## src/rtl/guitar_hit_scorer_pkg.sv

```systemverilog
// Shared game definitions: FSM states, default tuning and score/multiplier limits.
package guitar_hit_scorer_pkg;

   typedef enum logic [1:0] {
      IDLE = 2'd0,
      PLAY = 2'd1,
      OVER = 2'd2
   } game_state_t;

   localparam int unsigned LANES           = 4;
   localparam int unsigned LIVES_INIT_DEF  = 3;
   localparam int unsigned STREAK_STEP_DEF = 8;
   localparam int unsigned MULT_MAX        = 4;
   localparam int unsigned SCORE_MAX       = 65535;
   localparam int unsigned STREAK_MAX      = 255;

endpackage

```

## src/rtl/guitar_hit_scorer_lane_judge.sv

```systemverilog
// Per-lane judge: edge-detects the fret button and tracks whether the current
// window's note on this lane has already been hit.
module lane_judge (
   input  logic clk,
   input  logic rst_n,
   input  logic clear_flag,
   input  logic active,
   input  logic step_tick,
   input  logic note,
   input  logic btn,
   output logic hit,
   output logic wrong,
   output logic unhit_note
);

   logic btn_q;
   logic hit_flag;
   logic press;

   // Classify this cycle's press; a hit in the closing window counts as covering the note.
   always_comb begin
      press      = btn & ~btn_q;
      hit        = active & press & note & ~hit_flag;
      wrong      = active & press & (~note | hit_flag);
      unhit_note = note & ~hit_flag & ~hit;
   end

   // Button history and per-window hit flag; step_tick opens a fresh window.
   always_ff @(posedge clk) begin
      if (!rst_n) begin
         btn_q    <= 1'b0;
         hit_flag <= 1'b0;
      end else begin
         btn_q <= btn;
         if (clear_flag || step_tick) begin
            hit_flag <= 1'b0;
         end else if (hit) begin
            hit_flag <= 1'b1;
         end
      end
   end

endmodule

```

## src/rtl/guitar_hit_scorer.sv

```systemverilog
// Rhythm-game scorer: judges four lanes, keeps score/streak/lives and runs the game FSM.
module guitar_hit_scorer
   import guitar_hit_scorer_pkg::*;
#(
   parameter int unsigned LIVES_INIT  = LIVES_INIT_DEF,
   parameter int unsigned STREAK_STEP = STREAK_STEP_DEF
) (
   input  logic        CLOCK_50,
   input  logic        RESET_N,
   input  logic        start,
   input  logic        step_tick,
   input  logic [3:0]  lane_note,
   input  logic [3:0]  btn,
   output logic [15:0] score,
   output logic [7:0]  streak,
   output logic [2:0]  multiplier,
   output logic [2:0]  lives,
   output logic        hit_pulse,
   output logic        miss_pulse,
   output logic        playing,
   output logic        game_over
);

   game_state_t state;
   game_state_t state_next;

   logic        in_play;
   logic        start_game;
   logic [3:0]  lane_hit;
   logic [3:0]  lane_wrong;
   logic [3:0]  lane_unhit;
   logic [2:0]  hit_cnt;
   logic        wrong_any;
   logic        miss_evt;
   logic [16:0] score_sum;
   logic [15:0] score_next;
   logic [8:0]  streak_sum;
   logic [7:0]  streak_next;
   logic [2:0]  lives_next;
   int unsigned mult_level;

   assign in_play    = (state == PLAY);
   assign start_game = start & (state != PLAY);
   assign playing    = (state == PLAY);
   assign game_over  = (state == OVER);

   for (genvar g = 0; g < LANES; g++) begin : g_lane
      lane_judge u_judge (
         .clk        (CLOCK_50),
         .rst_n      (RESET_N),
         .clear_flag (start_game),
         .active     (in_play),
         .step_tick  (step_tick),
         .note       (lane_note[g]),
         .btn        (btn[g]),
         .hit        (lane_hit[g]),
         .wrong      (lane_wrong[g]),
         .unhit_note (lane_unhit[g])
      );
   end

   // Multiplier follows the registered streak, capped at MULT_MAX.
   always_comb begin
      mult_level = 32'(streak) / STREAK_STEP;
      if (mult_level > MULT_MAX - 1) begin
         mult_level = MULT_MAX - 1;
      end
      multiplier = 3'(mult_level + 1);
   end

   // Per-cycle scoring arithmetic with saturation and one life lost per missed window.
   always_comb begin
      hit_cnt = '0;
      for (int unsigned i = 0; i < LANES; i++) begin
         hit_cnt = hit_cnt + 3'(lane_hit[i]);
      end
      wrong_any = |lane_wrong;
      miss_evt  = in_play & step_tick & (|lane_unhit);

      score_sum  = 17'(score) + 17'(multiplier) * 17'(hit_cnt);
      score_next = (score_sum > 17'(SCORE_MAX)) ? 16'(SCORE_MAX) : score_sum[15:0];

      streak_sum = 9'(streak) + 9'(hit_cnt);
      if (wrong_any || miss_evt) begin
         streak_next = '0;
      end else if (streak_sum > 9'(STREAK_MAX)) begin
         streak_next = 8'(STREAK_MAX);
      end else begin
         streak_next = streak_sum[7:0];
      end

      lives_next = miss_evt ? (lives - 3'd1) : lives;
   end

   // Game FSM next-state: only start leaves IDLE/OVER, only running out of lives leaves PLAY.
   always_comb begin
      state_next = state;
      case (state)
         IDLE: if (start) state_next = PLAY;
         PLAY: if (miss_evt && (lives_next == '0)) state_next = OVER;
         OVER: if (start) state_next = PLAY;
         default: state_next = IDLE;
      endcase
   end

   // FSM state register.
   always_ff @(posedge CLOCK_50) begin
      if (!RESET_N) begin
         state <= IDLE;
      end else begin
         state <= state_next;
      end
   end

   // Score, streak, lives and event pulses; counters freeze outside PLAY.
   always_ff @(posedge CLOCK_50) begin
      if (!RESET_N) begin
         score      <= '0;
         streak     <= '0;
         lives      <= 3'(LIVES_INIT);
         hit_pulse  <= 1'b0;
         miss_pulse <= 1'b0;
      end else if (start_game) begin
         score      <= '0;
         streak     <= '0;
         lives      <= 3'(LIVES_INIT);
         hit_pulse  <= 1'b0;
         miss_pulse <= 1'b0;
      end else if (in_play) begin
         score      <= score_next;
         streak     <= streak_next;
         lives      <= lives_next;
         hit_pulse  <= |lane_hit;
         miss_pulse <= miss_evt;
      end else begin
         hit_pulse  <= 1'b0;
         miss_pulse <= 1'b0;
      end
   end

endmodule

```

## config.mk

```make
export PLATFORM = sky130hd
export DESIGN_NAME = guitar_hit_scorer
export DESIGN_NICKNAME = d
export VERILOG_FILES = /design/src/rtl/guitar_hit_scorer_pkg.sv /design/src/rtl/guitar_hit_scorer_lane_judge.sv /design/src/rtl/guitar_hit_scorer.sv
export SDC_FILE = /design/constraint.sdc
export NUM_CORES = 1
export LEC_CHECK = 0
export ABC_AREA = 1
export BUFFER_PORTS_ARGS = -buffer_cell sky130_fd_sc_hd__buf_2
export CORE_MARGIN = 10
export CORE_UTILIZATION = 55
export CTS_BUF_LIST = sky130_fd_sc_hd__clkbuf_8 sky130_fd_sc_hd__clkbuf_16
export DETAILED_ROUTE_END_ITERATION = 10
export PLACE_DENSITY_LB_ADDON = 0.25
export SYNTH_ARGS = -nofsm -noshare
export SYNTH_HDL_FRONTEND = slang
export SYNTH_SLANG_ARGS = --single-unit
```

## constraint.sdc

```tcl
create_clock -name CLOCK_50 -period 6.07 [get_ports CLOCK_50]
set_input_delay 0.9105 -clock CLOCK_50 [delete_from_list [all_inputs] [get_ports CLOCK_50]]
set_output_delay 0.9105 -clock CLOCK_50 [all_outputs]
set_load 0.005 [all_outputs]
```

# Word-level counts from Yosys, hierarchy flattened
# Index checks and enable logic that the tools add are counted.
[word_totals] register_bits=39 latch_bits=0 ramBits=0 mem_bits_ro=0 in_bits=12 wordCells=104 n_memories=0
[op_classes] n_addsub=7 mul=1 div=0 n_lt_le_gt_ge=3 n_eq_ne=5 shifts=0 muxes=8 bitwise=53 reduce_logical=13
[ops] op="1-bit AND" n=31
[ops] op="1-bit inverter" n=18
[ops] op="16-bit by 6-bit adder with 17-bit output" n=1
[ops] op="17-bit by 16-bit > comparator with 1-bit output (second input constant)" n=1
[ops] op="16-bit 2-to-1 mux" n=1
[ops] op="8-bit 2-to-1 mux" n=2
[ops] op="4-bit OR reduction" n=3
[ops] op="8-bit by 3-bit adder with 9-bit output" n=1
[ops] op="9-bit by 8-bit > comparator with 1-bit output (second input constant)" n=1
[ops] op="3-bit by 3-bit multiplier with 6-bit output" n=1
[ops] op="3-bit 2-to-1 mux" n=2
[ops] op="2-bit OR reduction" n=3
[ops] op="5-bit by 2-bit > comparator with 1-bit output (second input constant)" n=1
[ops] op="2-bit 2-to-1 mux" n=2
[ops] op="2-bit by 1-bit != test with 1-bit output (second input constant)" n=2
[ops] op="1-bit OR" n=4
[ops] op="2-bit case mux with 2 select lines" n=1
[ops] op="2-bit by 1-bit adder with 3-bit output" n=1
[ops] op="3-bit by 1-bit adder with 3-bit output" n=1
[ops] op="3-bit by 1-bit adder with 3-bit output (second input constant)" n=1
[ops] op="3-bit zero test" n=1
[ops] op="3-bit OR reduction" n=1
[ops] op="3-bit by 1-bit subtractor with 3-bit output (second input constant)" n=1
[ops] op="1-bit by 1-bit adder with 2-bit output" n=1
[ops] op="other kinds (7)" n=8

# Longest topological paths before layout
# Gate-level depths: netlist of run 1.
[depth] depth_word=14 mapped_depth=28 depth_no_buf=28

# Hierarchy
# A second synthesis of run 1 with hierarchy kept.
[unflattened] cells_unflattened=409 hier_area_um2=2748.9
[by_module_without_submodules] module="guitar_hit_scorer" instances=1 cells_each=349 area_each_um2=2328.5 seq_area_each_um2=620.6
[by_module_without_submodules] module="lane_judge" instances=4 cells_each=15 area_each_um2=105.1 seq_area_each_um2=40.0

# Worst setup path after synthesis of run 1
# No wires, ideal clock.
[synth_path] kind="input -> register" startpoint="in btn[0]" endpoint="reg score[7]" setup_ns=0.120 arrival_ns=4.385 required_time_ns=5.950 path_slack_ns=1.565 stages=22 n_path_buf=0 cell_sequence="inv_1 nor2_1 nand2_1 nor3_1 inv_1 nor2_1 nor2_1 ha_1 or2_2 ha_1 nand2_1 fa_1 inv_1 fa_1 fa_1 nand3_1 nand2_1 nand2_1 nand2_1 nand2_1 xor2_1 a21oi_1"
[synth_between] elab_chain_len=11
[synth_lines] item="start: declaration" line_no="guitar_hit_scorer.sv:13" text="input logic [3:0] btn,"
[synth_lines] item="1-bit AND *" line_no="guitar_hit_scorer_lane_judge.sv:22" text="press = btn & ~btn_q;"
[synth_lines] item="1-bit AND * (3 in series)" line_no="guitar_hit_scorer_lane_judge.sv:23" text="hit = active & press & note & ~hit_flag;"
[synth_lines] item="1-bit by 1-bit adder with 2-bit output *" line_no="guitar_hit_scorer.sv:75" text="hit_cnt = hit_cnt + 3'(lane_hit[i]);"
[synth_lines] item="2-bit by 1-bit adder with 3-bit output *" line_no="guitar_hit_scorer.sv:75"
[synth_lines] item="3-bit by 1-bit adder with 3-bit output *" line_no="guitar_hit_scorer.sv:75"
[synth_lines] item="3-bit by 3-bit multiplier with 6-bit output *" line_no="guitar_hit_scorer.sv:80" text="score_sum = 17'(score) + 17'(multiplier) * 17'(hit_cnt);"
[synth_lines] item="16-bit by 6-bit adder with 17-bit output *" line_no="guitar_hit_scorer.sv:80"
[synth_lines] item="17-bit by 16-bit > comparator with 1-bit output" line_no="guitar_hit_scorer.sv:81" text="score_next = (score_sum > 17'(SCORE_MAX)) ? 16'(SCORE_MAX) : score_sum[15:0];"
[synth_lines] item="16-bit 2-to-1 mux *" line_no="guitar_hit_scorer.sv:81"
[synth_lines] item="end signal: assignment" line_no="guitar_hit_scorer.sv:130" text="score <= score_next;"
[synth_lines] item="end: declaration" line_no="guitar_hit_scorer.sv:14" text="output logic [15:0] score,"
# Mark *: on every way between the ends. The rest lies on a longest branch, timed or not.
# A chain may end at the register's enable or synchronous reset.

# Worst setup path after layout of run 1
[layout_path] startpoint="in btn[0]" endpoint="reg score[15]"
# Same word-level chain as after synthesis.

==> report_table.html, run 1 <==
<table>
<tr><th>Metric</th><th>Value</th></tr>
<tr><th colspan="2">Clocking</th></tr>
<tr><td>Root Buffer Master</td><td>sky130_fd_sc_hd__clkbuf_8</td></tr>
<tr><td>Max clock buf depth</td><td>2</td></tr>
<tr><td>Number of buffers inserted for hold repair after clock tree synthesis</td><td>0</td></tr>
<tr><td>TritonCTS clock tree</td><td>built</td></tr>
<tr><td>Setup bufs post-CTS</td><td>0</td></tr>
<tr><td>Worst-skew pair later-pin latency</td><td>about 0.30 ns</td></tr>
<tr><td>CTS Buf Count</td><td>5</td></tr>
<tr><td>Post-CTS clock slew at the launch and capture registers of the worst setup and hold paths</td><td>around 0.08 ns</td></tr>
<tr><td>Count of cells resized by post-cts repair</td><td>0</td></tr>
<tr><td>H-tree depth reported by CTS</td><td>2</td></tr>
<tr><td>Clock sink count</td><td>39</td></tr>
<tr><th colspan="2">Routing</th></tr>
<tr><td>Remaining DRCs</td><td>0</td></tr>
<tr><td>Number of nets still failing antenna checks after routing</td><td>0</td></tr>
<tr><td>Vias/cell</td><td>4.92</td></tr>
<tr><td>Total wire length after detailed routing</td><td>6090 um</td></tr>
<tr><td>Violation count after the first detailed-route iteration</td><td>161</td></tr>
<tr><td>Total number of vias</td><td>about 2500</td></tr>
<tr><td>Wire length per cell after detailed routing</td><td>12.0 um</td></tr>
<tr><td>Drt pass-1 iters</td><td>4</td></tr>
<tr><th colspan="2">Final layout</th></tr>
<tr><td>Synth-to-Final Area Change</td><td>12.8%</td></tr>
<tr><td>Layout cells sized above 1</td><td>between 10% and 20%</td></tr>
<tr><td>Post-Layout Inst Area</td><td>a little over 3000 um^2</td></tr>
<tr><td>Net count, final</td><td>around 470</td></tr>
<tr><td>Fillcell total</td><td>between 400 and 500</td></tr>
<tr><td>Count of antenna diodes in the layout</td><td>0</td></tr>
<tr><td>Most common library cell in the layout ignoring fill and taps</td><td>sky130_fd_sc_hd__nand2_1</td></tr>
<tr><td>Leading cell types in the layout, fill and taps excluded</td><td>sky130_fd_sc_hd__nand2_1 (94), sky130_fd_sc_hd__inv_1 (83), sky130_fd_sc_hd__buf_2 (45)</td></tr>
<tr><th colspan="2">Power</th></tr>
<tr><td>Leakage dissipation</td><td>approximately 1.7 nW</td></tr>
<tr><td>VDD IR max</td><td>137 uV</td></tr>
<tr><td>Cell Pwr Density</td><td>about 170 nW/um^2</td></tr>
<tr><th colspan="2">Logic synthesis</th></tr>
<tr><td>Top post-synthesis cells by area</td><td>sky130_fd_sc_hd__dfxtp_1 (29%), sky130_fd_sc_hd__nand2_1 (13%), sky130_fd_sc_hd__inv_1 (11%)</td></tr>
<tr><td>Proportion of netlist area held by the largest area contributor</td><td>29.2%</td></tr>
<tr><td>Cell count after synthesis</td><td>approximately 390</td></tr>
<tr><td>Largest area contributor in the synthesized netlist</td><td>sky130_fd_sc_hd__dfxtp_1</td></tr>
<tr><td>Warning count from the yosys run</td><td>0</td></tr>
<tr><td>Yosys cell types</td><td>36</td></tr>
<tr><td>Post-synth net total</td><td>428</td></tr>
<tr><td>Average instance area after synthesis</td><td>about 6.8 um^2</td></tr>
<tr><td>Number of enable flip-flop cells after synthesis</td><td>0</td></tr>
<tr><td>Sequential-to-total area share from yosys stat</td><td>29.2%</td></tr>
<tr><td>Number of synthesized register bits</td><td>39</td></tr>
<tr><td>Async S/R FF share, synth</td><td>0%</td></tr>
<tr><td>Syn Std Cell Area</td><td>between 2000 and 3000 um^2</td></tr>
<tr><td>Flip-flop cell with the highest count after synthesis</td><td>sky130_fd_sc_hd__dfxtp_1</td></tr>
<tr><th colspan="2">STA</th></tr>
<tr><td>Number of endpoints with negative hold slack in the final report</td><td>0</td></tr>
<tr><td>Final sum of negative setup slack</td><td>0 ns</td></tr>
<tr><td>Maximum achievable frequency</td><td>between 0.2 and 0.25 GHz</td></tr>
<tr><td>Slew of the pin with the lowest slew margin</td><td>~0.8 ns</td></tr>
<tr><td>Unrepaired setup endpoints after global routing</td><td>false</td></tr>
<tr><td>Max Slew Vio Count</td><td>0</td></tr>
<tr><td>Slew HR</td><td>46.0%</td></tr>
<tr><td>Number of failing setup endpoints in the final timing report</td><td>0</td></tr>
<tr><td>Min cycle time layout</td><td>around 4.7 ns</td></tr>
<tr><td>Final critical-path share of the clock period</td><td>78.0%</td></tr>
<tr><td>Worst setup skew after layout</td><td>0.00915 ns</td></tr>
<tr><th colspan="2">Worst setup path</th></tr>
<tr><td>Source of the critical timing path</td><td>btn[0]</td></tr>
<tr><td>Crit. End Element</td><td>register</td></tr>
<tr><td>Data arrival time at the worst-slack endpoint</td><td>4.99 ns</td></tr>
<tr><td>RR Endpoint</td><td>score[15]$_SDFFE_PP0N_</td></tr>
<tr><td>Path depth of the worst reg2reg path</td><td>21</td></tr>
<tr><td>Worst Path Required</td><td>approximately 6.3 ns</td></tr>
<tr><td>Startpoint type of the worst setup path</td><td>primary input</td></tr>
<tr><td>R2R setup slack</td><td>around 1.6 ns</td></tr>
<tr><td>Crit Path Max Fanout</td><td>14</td></tr>
<tr><td>Launch point of the worst reg-to-reg path</td><td>state[0]$_SDFFE_PN0P_</td></tr>
<tr><td>Worst Path Class, Setup</td><td>in2reg</td></tr>
<tr><th colspan="2">Worst hold path</th></tr>
<tr><td>Endpoint, Worst Hold</td><td>g_lane[2].u_judge.hit_flag$_SDFFE_PP0P_</td></tr>
<tr><td>Min-delay src</td><td>g_lane[2].u_judge.hit_flag$_SDFFE_PP0P_</td></tr>
<tr><td>Hold crit path type</td><td>reg2reg</td></tr>
<tr><td>Depth of the worst hold-timing path</td><td>2</td></tr>
<tr><th colspan="2">Global route</th></tr>
<tr><td>Global-route layer with the greatest usage</td><td>met2</td></tr>
<tr><td>Global-route wire length before repair</td><td>10700 um</td></tr>
<tr><td>Sum of overflow across all layers after global routing</td><td>0</td></tr>
<tr><td>GRT met1 Usage</td><td>19.1%</td></tr>
<tr><td>Antenna violations before repair</td><td>0</td></tr>
<tr><td>Grt met3 use</td><td>5.15%</td></tr>
<tr><td>Met2 track demand over resource in global routing</td><td>around a quarter</td></tr>
<tr><td>Via count of the first global-routing pass</td><td>between 2000 and 2500</td></tr>
<tr><td>Largest net degree at the start of global routing</td><td>28</td></tr>
<tr><td>Overall Global Routing Usage</td><td>between 10% and 20%</td></tr>
<tr><th colspan="2">Die</th></tr>
<tr><td>Die area</td><td>just over 8000 um^2</td></tr>
<tr><td>Placeable Area</td><td>roughly 4700 um^2</td></tr>
<tr><td>Num rows</td><td>25</td></tr>
<tr><td>Initial cell density of the core</td><td>56.6%</td></tr>
<tr><td>Io pins</td><td>46</td></tr>
<tr><td>Chip Height</td><td>between 80 and 90 um</td></tr>
<tr><td>Width of the chip</td><td>roughly 90 um</td></tr>
<tr><th colspan="2">Run</th></tr>
<tr><td>Maximum capacitance violations</td><td>0</td></tr>
<tr><th colspan="2">Place</th></tr>
<tr><td>Detailed Place HPWL</td><td>around 4800 um</td></tr>
<tr><td>Placement Cell Area</td><td>between 2000 and 3000 um^2</td></tr>
<tr><td>RePlAce Congestion</td><td>around 0.85</td></tr>
<tr><td>IO Port Bufs</td><td>45</td></tr>
<tr><th colspan="2">Outcome</th></tr>
<tr><td>Outcome</td><td>finished, final reports clean</td></tr>
</table>
[power by group]
group	switching, mW	internal (mW)	total (mW)
Combinational	0.0527	0.0252	0.0780
Clock	0.0924	0.0773	0.170
Sequential	0.00323	0.261	0.265
Total	0.148	0.364	0.512
[cell type report]
| type | instances | area (um^2) | share of cell area, % |
|---|---|---|---|
| Clock buffer | 5 | 68.8 | 2.28 |
| Clock inverter | 3 | 12.5 | 0.415 |
| Inverter | 84 | 317 | 10.5 |
| Multi-Input combinational cell | 263 | 1520 | 50.5 |
| Sequential cell | 39 | 781 | 25.9 |
| Tap cell | 67 | 83.8 | 2.78 |
| Timing Repair Buffer | 46 | 233 | 7.71 |
[how the worst max path moves through the flow]
stage | end | slack [ns] | cells after the start
4_1_cts | score[15]$_SDFFE_PP0N_ | 1.34 | 24
3_3_place_gp | score[7]$_SDFFE_PP0N_ | 1.18 | 23
2_1_floorplan | score[7]$_SDFFE_PP0N_ | 1.57 | 22
5_1_grt | score[10]$_SDFFE_PP0N_ | 0.91 | 24
3_5_place_dp | score[15]$_SDFFE_PP0N_ | 1.05 | 24
6_report | score[15]$_SDFFE_PP0N_ | 1.33 | 24
[cells by family after synthesis]
group,share of synthesized area (%)
AO/OA/AOI/OAI,8.93
XOR/XNOR,2.62
adder cells (fa/ha/maj),12.0
buffers and inverters,13.9
flip-flops,29.2
AND/OR/NAND/NOR,33.4
[registers in the layout, summed over array words and instances, names as in the netlist]
name                     cells
lives                        3
miss_pulse                   1
g_lane.u_judge.hit_flag      4
hit_pulse                    1
g_lane.u_judge.btn_q         4
score                       16
state                        2
streak                       8
[synth_stat cells, types with 2 or more instances]
| cell type | number |
|---|---|
| sky130_fd_sc_hd__xor2_1 | 6 |
| sky130_fd_sc_hd__nor3_1 | 5 |
| sky130_fd_sc_hd__nand2_1 | 94 |
| sky130_fd_sc_hd__a31oi_1 | 5 |
| sky130_fd_sc_hd__fa_1 | 6 |
| sky130_fd_sc_hd__o21ai_2 | 2 |
| sky130_fd_sc_hd__nor2_1 | 33 |
| sky130_fd_sc_hd__nand4_1 | 6 |
| sky130_fd_sc_hd__dfxtp_1 | 39 |
| sky130_fd_sc_hd__a21oi_1 | 22 |
| sky130_fd_sc_hd__inv_2 | 2 |
| sky130_fd_sc_hd__ha_1 | 16 |
| sky130_fd_sc_hd__xnor2_1 | 2 |
| sky130_fd_sc_hd__or2_2 | 2 |
| sky130_fd_sc_hd__inv_1 | 81 |
| sky130_fd_sc_hd__nand2_2 | 2 |
| sky130_fd_sc_hd__nor2_4 | 2 |
| sky130_fd_sc_hd__nand2_4 | 6 |
| sky130_fd_sc_hd__buf_2 | 2 |
| sky130_fd_sc_hd__clkbuf_1 | 2 |
| sky130_fd_sc_hd__nand3_1 | 36 |
| sky130_fd_sc_hd__buf_4 | 3 |
| sky130_fd_sc_hd__o21ai_0 | 7 |
[layer usage]
layer | part of all wire (%) | up-vias
li1 | - | 1311
met1 | 45 | 1108
met2 | 46 | 69
met3 | 8.0 | 6
met4 | 0.69 | 0
met5 | 0 | -
[worst max-delay path: stages]
cell and delay [ns]:
sky130_fd_sc_hd__buf_2 0.09, sky130_fd_sc_hd__inv_1 0.03, sky130_fd_sc_hd__nor2_1 0.07, sky130_fd_sc_hd__nand2_1 0.09
sky130_fd_sc_hd__nor3_1 0.14, sky130_fd_sc_hd__inv_1 0.08, sky130_fd_sc_hd__nor2_1 0.13, sky130_fd_sc_hd__nor2_1 0.07
sky130_fd_sc_hd__ha_1 0.17, sky130_fd_sc_hd__or2_2 0.29, sky130_fd_sc_hd__ha_1 0.33, sky130_fd_sc_hd__nand2_1 0.09
sky130_fd_sc_hd__fa_1 0.51, sky130_fd_sc_hd__inv_1 0.05, sky130_fd_sc_hd__fa_1 0.51, sky130_fd_sc_hd__ha_1 0.33
sky130_fd_sc_hd__nand3_1 0.09, sky130_fd_sc_hd__nand2_1 0.11, sky130_fd_sc_hd__nand2_1 0.06, sky130_fd_sc_hd__nand2_1 0.10
sky130_fd_sc_hd__nand4_2 0.36, sky130_fd_sc_hd__nand3_1 0.24, sky130_fd_sc_hd__nand2_1 0.06, sky130_fd_sc_hd__inv_1 0.06
[metrics by stage]
stage          instances  hold WS, ns  power (mW)  util, %  setup WS, ns
2_1_floorplan        394        0.430       0.332        -          1.57
3_3_place_gp         499        0.437       0.348     62.2          1.18
3_5_place_dp         499        0.442       0.349     62.2          1.05
4_1_cts              507        0.454       0.518     63.9          1.34
5_1_grt              507        0.481       0.542     63.9         0.913
6_report             507        0.452       0.512     63.9          1.33
Power figures use the tool's default switching activity.
==> run 2, diff against run 1 <==
clock period = 4.5 ns   (was 6.07 ns; I/O delays follow)
==> report_table.html, run 2 (synthesis results as in run 1) <==
<table>
<tr><th>Metric</th><th>Value</th></tr>
<tr><th colspan="2">Die</th></tr>
<tr><td>Die area</td><td>8050 um^2 (unchanged)</td></tr>
<tr><td>Num rows</td><td>25 (unchanged)</td></tr>
<tr><td>Initial cell density of the core</td><td>56.6% (unchanged)</td></tr>
<tr><td>Placeable Area</td><td>4720 um^2 (unchanged)</td></tr>
<tr><td>Io pins</td><td>46 (unchanged)</td></tr>
<tr><td>Chip Height</td><td>89.7 um (unchanged)</td></tr>
<tr><td>Width of the chip</td><td>89.7 um (unchanged)</td></tr>
<tr><th colspan="2">Clocking</th></tr>
<tr><td>Max clock buf depth</td><td>2 (unchanged)</td></tr>
<tr><td>Post-CTS clock slew at the launch and capture registers of the worst setup and hold paths</td><td>0.08 ns (about the same)</td></tr>
<tr><td>CTS Buf Count</td><td>5 (unchanged)</td></tr>
<tr><td>Clock sink count</td><td>39 (unchanged)</td></tr>
<tr><td>H-tree depth reported by CTS</td><td>2 (unchanged)</td></tr>
<tr><td>Worst-skew pair later-pin latency</td><td>0.30 ns (about the same)</td></tr>
<tr><td>Root Buffer Master</td><td>sky130_fd_sc_hd__clkbuf_8</td></tr>
<tr><td>Number of buffers inserted for hold repair after clock tree synthesis</td><td>0 (unchanged)</td></tr>
<tr><td>TritonCTS clock tree</td><td>built</td></tr>
<tr><th colspan="2">Place</th></tr>
<tr><td>Placement-stage worst setup slack</td><td>-0.199 ns (-1.25 ns)</td></tr>
<tr><td>IO Port Bufs</td><td>45 (unchanged)</td></tr>
<tr><td>Detailed Place HPWL</td><td>4830 um (+1.1%)</td></tr>
<tr><td>Inst Count DP</td><td>510 (+2.2%)</td></tr>
<tr><td>RePlAce Congestion</td><td>0.863 (+1.8%)</td></tr>
<tr><td>Placement Cell Area</td><td>3030 um^2 (+3.2%)</td></tr>
<tr><th colspan="2">Final layout</th></tr>
<tr><td>Most common library cell in the layout ignoring fill and taps</td><td>sky130_fd_sc_hd__nand2_1</td></tr>
<tr><td>Final standard cell count with taps included and fillers excluded</td><td>519 (+2.4%)</td></tr>
<tr><td>Layout cells sized above 1</td><td>21.2% (+4.4 points)</td></tr>
<tr><td>Registers with the most flip-flops</td><td>score x16, streak x8</td></tr>
<tr><td>Most flop-heavy register</td><td>score</td></tr>
<tr><td>Net count, final</td><td>485 (+2.5%)</td></tr>
<tr><td>Count of antenna diodes in the layout</td><td>0 (unchanged)</td></tr>
<tr><td>Synth-to-Final Area Change</td><td>18.4%</td></tr>
<tr><td>Post-Layout Inst Area</td><td>3170 um^2 (+5.0%)</td></tr>
<tr><td>Leading cell types in the layout, fill and taps excluded</td><td>sky130_fd_sc_hd__nand2_1 (91), sky130_fd_sc_hd__inv_1 (83), sky130_fd_sc_hd__buf_2 (45)</td></tr>
<tr><td>Flip-flop count of the largest register, all copies and words added</td><td>16 (unchanged)</td></tr>
<tr><td>Fin util</td><td>67.1% (+3.2 points)</td></tr>
<tr><th colspan="2">Power</th></tr>
<tr><td>Leakage dissipation</td><td>1.76 nW (+3.5%)</td></tr>
<tr><td>Cell Pwr Density</td><td>222 nW/um^2 (+31%)</td></tr>
<tr><td>VDD IR max</td><td>204 uV (+50%)</td></tr>
<tr><td>Total Power</td><td>703 uW (+37%)</td></tr>
<tr><th colspan="2">Worst setup path</th></tr>
<tr><td>Crit. End Element</td><td>register</td></tr>
<tr><td>Source of the critical timing path</td><td>btn[1]</td></tr>
<tr><td>Critical path's largest stage delay</td><td>0.50 ns (about the same)</td></tr>
<tr><td>Crit Path Max Fanout</td><td>5 (-9)</td></tr>
<tr><td>R2R setup slack</td><td>0.34 ns (-1.22 ns)</td></tr>
<tr><td>Path depth of the worst reg2reg path</td><td>25 (+19%)</td></tr>
<tr><td>Worst Path Class, Setup</td><td>in2reg</td></tr>
<tr><td>Data arrival time at the worst-slack endpoint</td><td>4.44 ns (-0.55 ns)</td></tr>
<tr><td>Launch point of the worst reg-to-reg path</td><td>state[0]$_SDFFE_PN0P_</td></tr>
<tr><td>End point of the critical path</td><td>score[6]$_SDFFE_PP0N_</td></tr>
<tr><td>Slowest library cell on the worst path</td><td>sky130_fd_sc_hd__fa_1</td></tr>
<tr><td>RR Endpoint</td><td>score[6]$_SDFFE_PP0N_</td></tr>
<tr><td>Startpoint type of the worst setup path</td><td>primary input</td></tr>
<tr><td>Worst Path Required</td><td>4.75 ns (-1.57 ns)</td></tr>
<tr><th colspan="2">Routing</th></tr>
<tr><td>Wire length per cell after detailed routing</td><td>12.0 um (-0.34%)</td></tr>
<tr><td>Number of nets still failing antenna checks after routing</td><td>0 (unchanged)</td></tr>
<tr><td>Total number of vias</td><td>2560 (+2.6%)</td></tr>
<tr><td>Drt pass-1 iters</td><td>4 (unchanged)</td></tr>
<tr><td>Total wire length after detailed routing</td><td>6210 um (+2.0%)</td></tr>
<tr><td>Violation count after the first detailed-route iteration</td><td>102 (-37%)</td></tr>
<tr><td>Vias/cell</td><td>4.93 (+0.27%)</td></tr>
<tr><td>Remaining DRCs</td><td>0 (unchanged)</td></tr>
<tr><th colspan="2">Outcome</th></tr>
<tr><td>Outcome</td><td>finished, final reports clean</td></tr>
<tr><th colspan="2">STA</th></tr>
<tr><td>Maximum achievable frequency</td><td>0.239 GHz</td></tr>
<tr><td>Final sum of negative setup slack</td><td>0 ns (unchanged)</td></tr>
<tr><td>Worst setup skew after layout</td><td>0.00717 ns (-0.00198 ns)</td></tr>
<tr><td>Max Slew Vio Count</td><td>0 (unchanged)</td></tr>
<tr><td>Min cycle time layout</td><td>between 4 and 5 ns</td></tr>
<tr><td>Final critical-path share of the clock period</td><td>between 90% and 100%</td></tr>
<tr><td>Slew HR</td><td>44.2% (-1.7 points)</td></tr>
<tr><td>Unrepaired setup endpoints after global routing</td><td>true</td></tr>
<tr><td>Slack of the critical path</td><td>0.314 ns (-1.02 ns)</td></tr>
<tr><td>Number of endpoints with negative hold slack in the final report</td><td>0 (unchanged)</td></tr>
<tr><td>Slew of the pin with the lowest slew margin</td><td>0.836 ns (+0.0262 ns)</td></tr>
<tr><td>Number of failing setup endpoints in the final timing report</td><td>0 (unchanged)</td></tr>
<tr><td>Hold Slack</td><td>0.455 ns (+0.00339 ns)</td></tr>
<tr><th colspan="2">Global route</th></tr>
<tr><td>Via count of the first global-routing pass</td><td>2386 (+0.93%)</td></tr>
<tr><td>Largest net degree at the start of global routing</td><td>26 (-7.1%)</td></tr>
<tr><td>Sum of overflow across all layers after global routing</td><td>0 (unchanged)</td></tr>
<tr><td>Overall Global Routing Usage</td><td>15.0% (-0.40 points)</td></tr>
<tr><td>Global-route wire length before repair</td><td>10600 um (-1.2%)</td></tr>
<tr><td>Antenna violations before repair</td><td>0 (unchanged)</td></tr>
<tr><th colspan="2">Worst hold path</th></tr>
<tr><td>Hold crit path type</td><td>reg2reg</td></tr>
<tr><th colspan="2">Run</th></tr>
<tr><td>Maximum capacitance violations</td><td>0 (unchanged)</td></tr>
</table>
## run 2: cell types whose count changed in the layout (fill, tap and decap cells not counted), moves of 2 or more
cell                      previous run  this run
sky130_fd_sc_hd__nand2_1            94        91
sky130_fd_sc_hd__o21ai_1             1         3
sky130_fd_sc_hd__nor2_1             33        31
sky130_fd_sc_hd__fa_2                0         2
sky130_fd_sc_hd__nand2_2             2         5
sky130_fd_sc_hd__o21ai_0             7         5
sky130_fd_sc_hd__nor2_2              0         2
sky130_fd_sc_hd__fa_1                6         4
sky130_fd_sc_hd__buf_4               1        12
## run 2: routing by layer
layer	global-route usage, %	wire [um]	vias up
li1	-	-	1337
met1	17.8	2800	1169
met2	25.2	2990	49
met3	4.16	335	5
met4	5.53	87	0
met5	0	0	-
## run 2: power breakdown
part	leakage (nW)	internal [mW]	switching, mW	total, mW
combinational	1.39	0.0396	0.0756	0.115
sequential	0.316	0.353	0.00448	0.357
clock	0.0505	0.104	0.126	0.231
## run 2: area by class of cell
type / instances / area [um^2]
Sequential cell: 39 / 781
Timing Repair Buffer: 58 / 335
Inverter: 84 / 317
Tap cell: 67 / 83.8
Multi-Input combinational cell: 263 / 1570
Clock buffer: 5 / 68.8
Fill cell: 440 / 1560
Clock inverter: 3 / 12.5
## run 2: how the worst min path moves through the flow
| stage | start | depth (start not counted) | slack (ns) | to |
|---|---|---|---|---|
| 2_1_floorplan | g_lane[1].u_judge.hit_flag$_SDFFE_PP0P_ | 2 | 0.43 | g_lane[1].u_judge.hit_flag$_SDFFE_PP0P_ |
| 3_3_place_gp | g_lane[3].u_judge.hit_flag$_SDFFE_PP0P_ | 2 | 0.44 | g_lane[3].u_judge.hit_flag$_SDFFE_PP0P_ |
| 3_5_place_dp | g_lane[3].u_judge.hit_flag$_SDFFE_PP0P_ | 2 | 0.44 | g_lane[3].u_judge.hit_flag$_SDFFE_PP0P_ |
| 4_1_cts | g_lane[3].u_judge.hit_flag$_SDFFE_PP0P_ | 2 | 0.46 | g_lane[3].u_judge.hit_flag$_SDFFE_PP0P_ |
| 5_1_grt | g_lane[2].u_judge.hit_flag$_SDFFE_PP0P_ | 2 | 0.48 | g_lane[2].u_judge.hit_flag$_SDFFE_PP0P_ |
| 6_report | g_lane[3].u_judge.hit_flag$_SDFFE_PP0P_ | 2 | 0.46 | g_lane[3].u_judge.hit_flag$_SDFFE_PP0P_ |
## run 2: critical path: cells and delay by family
| kind | cells | cell delay (ns) |
|---|---|---|
| fa+ha+maj | 5 | 1.76 |
| simple gates | 14 | 1.62 |
| compound gates | 1 | 0.09 |
| buf+inv | 5 | 0.30 |
## run 2: repair_timing
item                       4_1_cts  5_1_grt
buffers inserted                 0        1
setup endpoints to repair        0       16
gates resized for setup          0       13
